**src/rtl/sat_counter.sv**
```systemverilog
// rtl/sat_counter.sv - up counter that sticks at all-ones instead of wrapping
module sat_counter #(
   parameter int W = 8
) (
   input  logic         clk,
   input  logic         rst,
   input  logic         inc,
   output logic [W-1:0] q
);

   logic [W-1:0] r_q;

   always_ff @(posedge clk) begin
      if (rst) begin
         r_q <= '0;
      end else if (inc && (r_q != {W{1'b1}})) begin
         r_q <= r_q + W'(1);
      end
   end

   assign q = r_q;

endmodule

```
**config.mk**
```make
export PLATFORM = sky130hd
export DESIGN_NAME = sat_counter
export DESIGN_NICKNAME = d
export VERILOG_FILES = /design/src/rtl/sat_counter.sv
export SDC_FILE = /design/constraint.sdc
export NUM_CORES = 1
export LEC_CHECK = 0
export ABC_AREA = 1
export CAP_MARGIN = 20
export CORE_AREA = 2 2 39 41
export CTS_BUF_LIST = sky130_fd_sc_hd__clkbuf_4 sky130_fd_sc_hd__clkbuf_8
export DETAILED_ROUTE_END_ITERATION = 10
export DIE_AREA = 0 0 41 43
export HOLD_SLACK_MARGIN = 0.1
export PLACE_DENSITY = 0.75
export SETUP_SLACK_MARGIN = 0.15
export SKIP_LAST_GASP = 1
export SYNTH_ARGS = -nofsm -noshare
export SYNTH_HDL_FRONTEND = slang
export SYNTH_SLANG_ARGS = --single-unit
```
**constraint.sdc**
```tcl
create_clock -name clk -period 1.2 [get_ports clk]
set_clock_uncertainty 0.15 [all_clocks]
set_input_delay 0.12 -clock clk [delete_from_list [all_inputs] [get_ports clk]]
set_output_delay 0.12 -clock clk [all_outputs]
set_load 0.01 [all_outputs]
```
After elaboration in Yosys (flattened, before gate mapping)

Cells that the tools add are included.

Register bits: 8
Bits of input ports: 3
Output and inout port bits: 8

Add/sub/neg operators: 1
Equal/unequal tests: 1
Reduce and logical (&&, ||, !) cells: 1

Operator list:

| operator                                                      | count |
|---|---|
| 8-bit by 1-bit adder with 8-bit output, second input constant | 1 |
| 8-bit != test, second input constant                          | 1 |
| 1-bit logical AND                                             | 1 |

Depth between registers and ports, before layout

Gate-level depths: netlist (run 1).

Depth after elaboration: 2
Depth in mapped cells: 8
Depth with buffers taken out: 7

Worst setup path after synthesis (run 1)

No wires, ideal clock.

Path type: register -> register
Start point: reg r_q[0] (netlist: q[0])
End point: reg r_q[3] (netlist: q[3])
Arrival: 1136 ps
Period minus slack after synthesis: 1401 ps
Path slack: -201 ps
Cell stages (with the launch flop): 8
Data required time: 935 ps
Cell sequence: dfxtp_1 > ha_1 > nand3_2 > inv_2 > nand2_2 > buf_6 > a21oi_1 > nor2_1

Longest elaborated chain between the ends: 2

Ends and longest elaborated chain:

| element                                                                                        | line | RTL |
|---|---|---|
| from (decl)                                                                                    | 11   | `logic [W-1:0] r_q;` |
| from (signal assigned)                                                                         | 17   | `r_q <= r_q + W'(1);` |
| parallel branches: the longest is 2 deep, another holds 8-bit by 1-bit adder with 8-bit output | n/a  |  |

Several ways; the timed one is not identified.
A chain may end at the register's enable or synchronous reset.

Final worst setup path (run 1)

Start point: reg r_q[1] (netlist: q[1])
End point: reg r_q[2] (netlist: q[2])

The elaborated chain is that of the path after synthesis.

==> results summary, run 1 <==
The clock-pin slew on the worst setup and hold paths is 0.06 ns. Setup repair after global routing could not meet its margin everywhere. Max-cap violations in this run came to 0. The slew of the pin with the lowest slew margin came out at 0.219 ns. In this design, the stage delay of the slowest critical-path cell is 0.35 ns. The mean area per synthesized cell came out at 6.29 sq um.

The final-report max-slew violation count was 0. The first routing iteration left 20 violations. The initial antenna violation count came to 0. The floorplan row count came out at 14. The relative area change from synthesis to final layout came out at 72.4%. The number of buffer and inverter stages on the critical path is 2. The via density per instance is 4.97. The worst register-to-register path has a depth of 7. The clock buffer count from CTS is 3.

Summing all flip-flop and latch instances after layout gives 180 sq um. The area of the die came out at 1760 sq um. The total power draw came out at 0.629 mW. The flow ran to the end, but the final reports show violations.

The net count of the finished layout is 107. The number of cells produced by synthesis is 77. Counting every net in the synthesized netlist gives 81.

Among all stages on the critical path, the largest delay is contributed by sky130_fd_sc_hd__dfxtp_4. The residual DRC count came out at 0. The flip-flop count of the largest register, all copies and words added came out at 8.

The signal on the critical path passes through ha_4 > nand3_4 > inv_6 > nand2_4 > nand2_1 > o21ai_1 > inv_1. The remaining antenna violation count after routing is 0. The placement-stage cell area came out at 681 sq um. Clock tree synthesis selected as its root buffer the cell sky130_fd_sc_hd__clkbuf_4. The post-synthesis cell type count is 15. By area the synthesized netlist is led by sky130_fd_sc_hd__dfxtp_1, sky130_fd_sc_hd__nand2_1, sky130_fd_sc_hd__nor2_1. The area of all placed cells without fillers is 835 sq um. The average routed wire per standard cell is 12.0 um.

At the end of routability-driven placement, the weighted congestion stood at 0.771. In this run the power density over the cells is 754 nW/um^2. The static power due to leakage came out at 0.381 nW.

After synthesis the cells add up to 484 sq um. For this configuration, the core starts out at a cell density of 35.0%. The time the final worst path needs with I/O delays and setup is 1.23 ns. The critical path arrival came out at 1.25 ns. Before antenna repair, the detailed router went through 4 iterations. The required time of the critical path came out at 1.21 ns. The combined area of the multi-input logic cells is 382 sq um.

Static timing analysis puts the maximum clock frequency at 0.811 GHz. During I/O placement, the number of pins put on the boundary was 11. Dividing the final minimum period by the clock period gives 103%. The clock latency of the later-clocked register in the worst-skew pair came out at 0.27 ns. STA classifies the critical path endpoint as a flop. The checks that failed: setup timing.

The number of filler cells placed in the layout is 132. The hold violation total from the final report is 0. The via count of the first global-routing pass came out at 526. The setup path with the least slack is of type reg2reg. The largest total area in the synthesized netlist belongs to sky130_fd_sc_hd__dfxtp_1.

The antenna diode count came out at 0. The proportion of layout cells with a drive suffix above 1 came out at 53.9%. The remaining global-route overflow came out at 0. Grouping stages by cell kind, the critical path spends the most delay in flip-flops. Counting buffers and inverters, the worst setup path is 7 cells deep. Setup violations remaining at the end of the flow were counted as 8. The die boundary width is 41 um. After synthesis the netlist holds a flip-flop and latch count of 8. The die extent in y came out at 43 um. The synthesized design devotes to its leading area cell type 33.1% of total area. The global-route usage over all layers is 19.5%. The maximum buffer depth of the clock tree is 2.

The worst vdd rail ir drop is 534 uV. The share of the yosys chip area belonging to registers is 33.1%. In this run the number of H-tree levels came out at 1.

Prior to clock tree synthesis, the placed netlist has a worst setup slack of -0.192 ns. The kind of path behind the tightest hold check is reg2reg. The worst setup path is launched from a flop.

Entering global routing, the biggest net connects 9 pins. The quantity of I/O buffers inserted on ports came out at 10. The HPWL reported at the end of detailed placement is 881 um. The placeable core region came out at 1380 sq um.

The CTS sink count came out at 8. The worst hold margin is 0.371 ns. The final layout contains routed wiring with a total length of 1420 um. During synthesis, Yosys emitted a total of 0 warnings.

The first global-routing pass estimated 2230 um of wire. Across all setup checks in the final design, the least slack found is -0.0330 ns. The tightest slew margin relative to the limit came out at 85.4%. The total number of vias is 586. The hold path depth is 2. Of all nets on the critical path, the largest fanout is 5. TritonCTS built the clock tree.
cells in the final DEF (no fill, tap or decap):
cell type                         netlist  final
sky130_fd_sc_hd__nand3_1                7      4
sky130_fd_sc_hd__buf_4                  1     10
sky130_fd_sc_hd__dfxtp_4                0      4
sky130_fd_sc_hd__a21oi_1                6      2
sky130_fd_sc_hd__nand3b_2               1      1
sky130_fd_sc_hd__nor2_1                15     11
sky130_fd_sc_hd__nor2_2                 2      2
sky130_fd_sc_hd__ha_4                   0      1
sky130_fd_sc_hd__nand2_8                0      1
sky130_fd_sc_hd__inv_6                  0      1
sky130_fd_sc_hd__dfxtp_2                0      4
sky130_fd_sc_hd__nand2_1               20     18
sky130_fd_sc_hd__nand2_4                0      1
sky130_fd_sc_hd__inv_1                  9      9
sky130_fd_sc_hd__clkbuf_4               0      4
sky130_fd_sc_hd__buf_2                  0      5
sky130_fd_sc_hd__nand3_2                2      3
sky130_fd_sc_hd__nor2_4                 0      4
sky130_fd_sc_hd__a21oi_2                0      4
sky130_fd_sc_hd__buf_6                  1      5
sky130_fd_sc_hd__inv_2                  2      1
sky130_fd_sc_hd__clkdlybuf4s50_1        0      2
sky130_fd_sc_hd__o21ai_1                1      1
sky130_fd_sc_hd__nand3_4                0      2
sky130_fd_sc_hd__nand2_2                1      2
metrics by stage:
step | instances | util [%] | setup TNS (ns)
after floorplan | 77 | - | -0.240
after global placement | 109 | 49.2 | -1.25
after detailed placement | 109 | 49.2 | -1.41
after CTS | 116 | 55.1 | -0.172
after global routing | 118 | 60.3 | -0.671
final | 118 | 60.3 | -0.130
routing by layer:
| layer | vias to the layer above | share of wire [%] | GRT usage (%) |
|---|---|---|---|
| met2 | 13 | 56 | 29.1 |
| met1 | 280 | 38 | 22.9 |
| met5 | - | 0 | 0 |
| li1 | 289 | - | - |
| met3 | 4 | 2.9 | 3.14 |
| met4 | 0 | 2.5 | 16.0 |
power by group:
group	internal (mW)	switching [mW]	leakage, nW
Sequential	0.268	0.00938	0.0698
Clock	0.151	0.107	0.0184
Combinational	0.0496	0.0440	0.292
Total	0.469	0.160	0.381
worst min-delay path, cell delays in order (launching register included):
cell	delay (ns)
sky130_fd_sc_hd__dfxtp_2	0.33
sky130_fd_sc_hd__nor2_1	0.10
sky130_fd_sc_hd__nor2_1	0.05
timing repair:
action,4_1_cts,5_1_grt
gates resized for setup,51,13
setup buffers,2,2
pin swaps,6,7
hold buffers,0,0
cloned,1,0
setup endpoints to repair,16,12
logic make-up after synthesis:
kind of cell | share of synthesized area (%)
AO/OA/AOI/OAI | 7.23
flip-flops | 33.1
adder cells (fa/ha/maj) | 2.58
buffers and inverters | 12.4
AND/OR/NAND/NOR | 44.7
synth_stat cells:
library cell	count
sky130_fd_sc_hd__dfxtp_1	8
sky130_fd_sc_hd__buf_4	1
sky130_fd_sc_hd__inv_1	9
sky130_fd_sc_hd__nand2_2	1
sky130_fd_sc_hd__nand3_1	7
sky130_fd_sc_hd__inv_2	2
sky130_fd_sc_hd__nor2_1	15
sky130_fd_sc_hd__a21oi_1	6
sky130_fd_sc_hd__nand2_1	20
sky130_fd_sc_hd__nor2_2	2
sky130_fd_sc_hd__buf_6	1
sky130_fd_sc_hd__nand3_2	2
sky130_fd_sc_hd__ha_1	1
sky130_fd_sc_hd__o21ai_1	1
sky130_fd_sc_hd__nand3b_2	1
path summary, 6_finish.rpt:
path	from	endpoint	slack, ns
worst min register to register	q[5]	q[5]	0.37
worst min-delay path	q[5]	q[5]	0.37
worst max register to register	q[1]	q[2]	-0.03
worst max-delay path	q[1]	q[2]	-0.03
layout make-up:
cell class	instances	share of cell area [%]
tap	16	2.40
inverter	11	5.55
multi-input combinational	57	45.7
timing repair buffer	22	21.1
sequential	8	21.6
clock buffer	4	3.60
Power figures use the tool's default switching activity.
==> run 2, diff against run 1 <==
--- a/config.mk
+++ b/config.mk
@@ -13,6 +13,8 @@
 export DIE_AREA = 0 0 41 43
 export HOLD_SLACK_MARGIN = 0.1
 export PLACE_DENSITY = 0.75
+export RECOVER_POWER = 25
+export REMOVE_ABC_BUFFERS = 1
 export SETUP_SLACK_MARGIN = 0.15
 export SKIP_LAST_GASP = 1
 export SYNTH_ARGS = -nofsm -noshare
==> run 2 against run 1 <==
  * The run still ends with setup timing left
  * Flip-flop and latch count is the same
  * Count of clock-buffer cells in the layout shrank 1
  * Global-route usage grew 1.0 points
  * Sequential share of layout area grew 0.29 points
  * Largest cell class unchanged
  * First-iteration DRC count shrank 15%
  * Highest routed layer unchanged
==> results summary, run 2 (synthesis results as in run 1) <==
The power density normalized to cell area is 754 nW/um^2 (about the same). The number of filler cells placed in the layout was 128 (was 132). The number of cell instances on the worst register-to-register path was 7 (unchanged). The hold violation total from the final report is 0 (unchanged). The sum of negative setup slack is -0.236 ns (was -0.130 ns). The initial antenna violation count came to 0 (unchanged). The clock latency of the later-clocked register in the worst-skew pair is 0.26 ns (was 0.27 ns).

The switching power summed over all nets came out at 0.164 mW (was 0.160 mW). Commonest cells after routing, fill and taps aside: sky130_fd_sc_hd__nand2_1, sky130_fd_sc_hd__nor2_1, sky130_fd_sc_hd__inv_1, sky130_fd_sc_hd__buf_4 (was sky130_fd_sc_hd__nand2_1, sky130_fd_sc_hd__nor2_1, sky130_fd_sc_hd__buf_4, sky130_fd_sc_hd__inv_1). The proportion of power drawn by combinational gates came out at 16.7% (was 14.9%). The worst vdd rail ir drop is 463 uV (was 534 uV). The highest metal layer used by the detailed router is met4 (unchanged).

The maximum fanout encountered on the critical timing path is 5 (unchanged). The classification of the worst setup path is reg2reg (unchanged). The critical path arrival came out at 1.26 ns (was 1.25 ns).

The kind of path behind the tightest hold check is in2reg (was reg2reg). The number of design-rule violations left by the first detailed-router iteration came out at 17 (was 20). The worst hold margin is 0.362 ns (was 0.371 ns). The maximum clock frequency came to 0.797 GHz (was 0.811 GHz).

The global-route usage over all layers came out at 20.5% (was 19.5%). The quantity of I/O buffers inserted on ports was 10 (unchanged). The global placement routability congestion came out at 0.735 (was 0.771). The via count of the first global-routing pass came to 555 (was 526).

The proportion of layout cells with a drive suffix above 1 was 49.0% (was 53.9%). The die extent in y is 43 um (unchanged). The fraction of the cycle the final worst path needs is 105% (was 103%).

The number of levels in the clock H-tree is 1 (unchanged). The most common library cell in the layout ignoring fill and taps is sky130_fd_sc_hd__nand2_1 (unchanged). The placeable core region is 1380 sq um (unchanged). The residual DRC count came out at 0 (unchanged). Setup repair after global routing missed its margin: true (unchanged). The part of the power in the clock network was 37.0% (was 41.0%). The root buffer cell is sky130_fd_sc_hd__clkbuf_4 (unchanged). The total met2 wirelength after detailed routing came out at 724 um (was 795 um). The final-report max-slew violation count came out at 0 (unchanged).

The maximum number of pins on one net before global-route repair came to 12 (was 9). The average routed wire per standard cell came out at 13.1 um (was 12.0 um). Outcome: finished, violations left (unchanged). The endpoint type of the worst setup path is a flop (unchanged). The total routed wire length on the met1 layer came out at 645 um (was 544 um). The antenna diode count came out at 0 (unchanged). The final routed wirelength across all metal layers came out at 1520 um (was 1420 um).

The nature of the critical path startpoint is a flop (unchanged). The I/O pin total came to 11 (unchanged). The number of setup violations in the final report came out at 8 (unchanged). The total placed cells including tap cells came out at 109 (unchanged). The die boundary width was 41 um (unchanged). The post-layout worst setup margin came to -0.0548 ns (was -0.0330 ns). The via density per instance is 4.93 (was 4.97).

Failing checks: setup timing (unchanged). The total number of vias is 572 (was 586). The remaining antenna violation count after routing is 0 (unchanged).

The internal power is 0.439 mW (was 0.469 mW). The required time of the critical path is 1.21 ns (about the same). The time the final worst path needs with I/O delays and setup was 1.25 ns (was 1.23 ns).

The tightest slew margin relative to the limit came out at 83.7% (was 85.4%). The clock buffer count from CTS was 3 (unchanged). The hold path depth came out at 4 (was 2).

The static power due to leakage came out at 0.363 nW (was 0.381 nW). The clock-pin slew on the worst setup and hold paths came to 0.06 ns (about the same). The maximum buffer depth of the clock tree is 2 (unchanged). The total of max-cap violations came out at 0 (unchanged). The flip-flop count of the largest register, all copies and words added came out at 8 (unchanged).

The slew of the pin with the lowest slew margin was 0.244 ns (was 0.219 ns). The count of hold-fix buffers inserted at cts is 0 (unchanged). The clock tree from TritonCTS is done (unchanged).

The starting density of the core is 35.0% (unchanged). The area of the die is 1760 sq um (unchanged). The CTS sink count is 8 (unchanged). The post-route non-filler standard cell count is 116 (was 118). The HPWL reported at the end of detailed placement came out at 762 um (was 881 um).

The floorplan row count is 14 (unchanged). The first-pass iteration count of the detailed router came out at 5 (was 4). The register share of total power is 46.3% (was 44.1%).

The final layout net count is 106 (was 107). The first-pass GRT wire length came out at 2340 um (was 2230 um). The met3 wire length is 57 um (was 41 um). The switching share of power was 27.2% (was 25.5%).

The relative area change from synthesis to final layout came out at 65.4% (was 72.4%). The remaining global-route overflow is 0 (unchanged).
-- run 2: cell count changes in the layout (fill, tap and decap cells not counted), moves of 2 or more --
cell,previous run,this run
sky130_fd_sc_hd__dfxtp_2,4,6
sky130_fd_sc_hd__nand3_2,3,1
sky130_fd_sc_hd__buf_2,5,3
sky130_fd_sc_hd__nand3_1,4,6
sky130_fd_sc_hd__dfxtp_4,4,2
-- run 2: power groups by stage --
stage	registers, mW	logic [mW]	clock network, mW
final	0.280	0.101	0.223
after CTS	0.281	0.0940	0.225
after detailed placement	0.283	0.0737	0
after floorplan	0.289	0.0255	0
after global routing	0.281	0.109	0.244
after global placement	0.283	0.0730	0
-- run 2: stage by stage --
step / cell area [sq um] / setup WS [ns] / util, % / total power, mW
3_3_place_gp: 646 / -0.165 / 46.7 / 0.356
6_report: 801 / -0.0548 / 57.9 / 0.604
4_1_cts: 772 / -0.0398 / 55.8 / 0.600
2_1_floorplan: 465 / -0.167 / - / 0.314
5_1_grt: 801 / -0.130 / 57.9 / 0.634
3_5_place_dp: 646 / -0.186 / 46.7 / 0.357
-- run 2: final cells by class --
class / instances / area [sq um] / area share, %
Inverter: 11 / 43.8 / 5.47
Timing Repair Buffer: 21 / 174 / 21.7
Sequential cell: 8 / 175 / 21.9
Multi-Input combinational cell: 57 / 365 / 45.6
Tap cell: 16 / 20.0 / 2.50
Clock buffer: 3 / 22.5 / 2.81
-- run 2: layer usage --
layer  global-route usage [%]  vias up
met5                        0        -
met4                     21.3        0
met3                     4.19        9
met2                     28.4       21
met1                     23.6      255
li1                         -      287
-- run 2: repair_timing --
action	in CTS	in global routing
gates cloned	1	0
setup buffers	2	1
endpoints found under the setup margin	16	12
gates resized for setup	58	9
pin swaps	12	0
-- run 2: worst paths after layout --
check             start  endpoint  slack (ns)
setup / recovery   q[0]      q[2]       -0.05
hold / removal      rst      q[2]        0.36
setup reg to reg   q[0]      q[2]       -0.05
hold reg to reg    q[5]      q[5]        0.37
-- run 2: worst max-delay path, stage by stage, from the launching register on --
cell                      delay [ns]
sky130_fd_sc_hd__dfxtp_2        0.34
sky130_fd_sc_hd__ha_4           0.18
sky130_fd_sc_hd__nand3_4        0.08
sky130_fd_sc_hd__inv_4          0.06
sky130_fd_sc_hd__nand2_4        0.09
sky130_fd_sc_hd__nand2_1        0.09
sky130_fd_sc_hd__o21ai_2        0.11
sky130_fd_sc_hd__inv_1          0.05
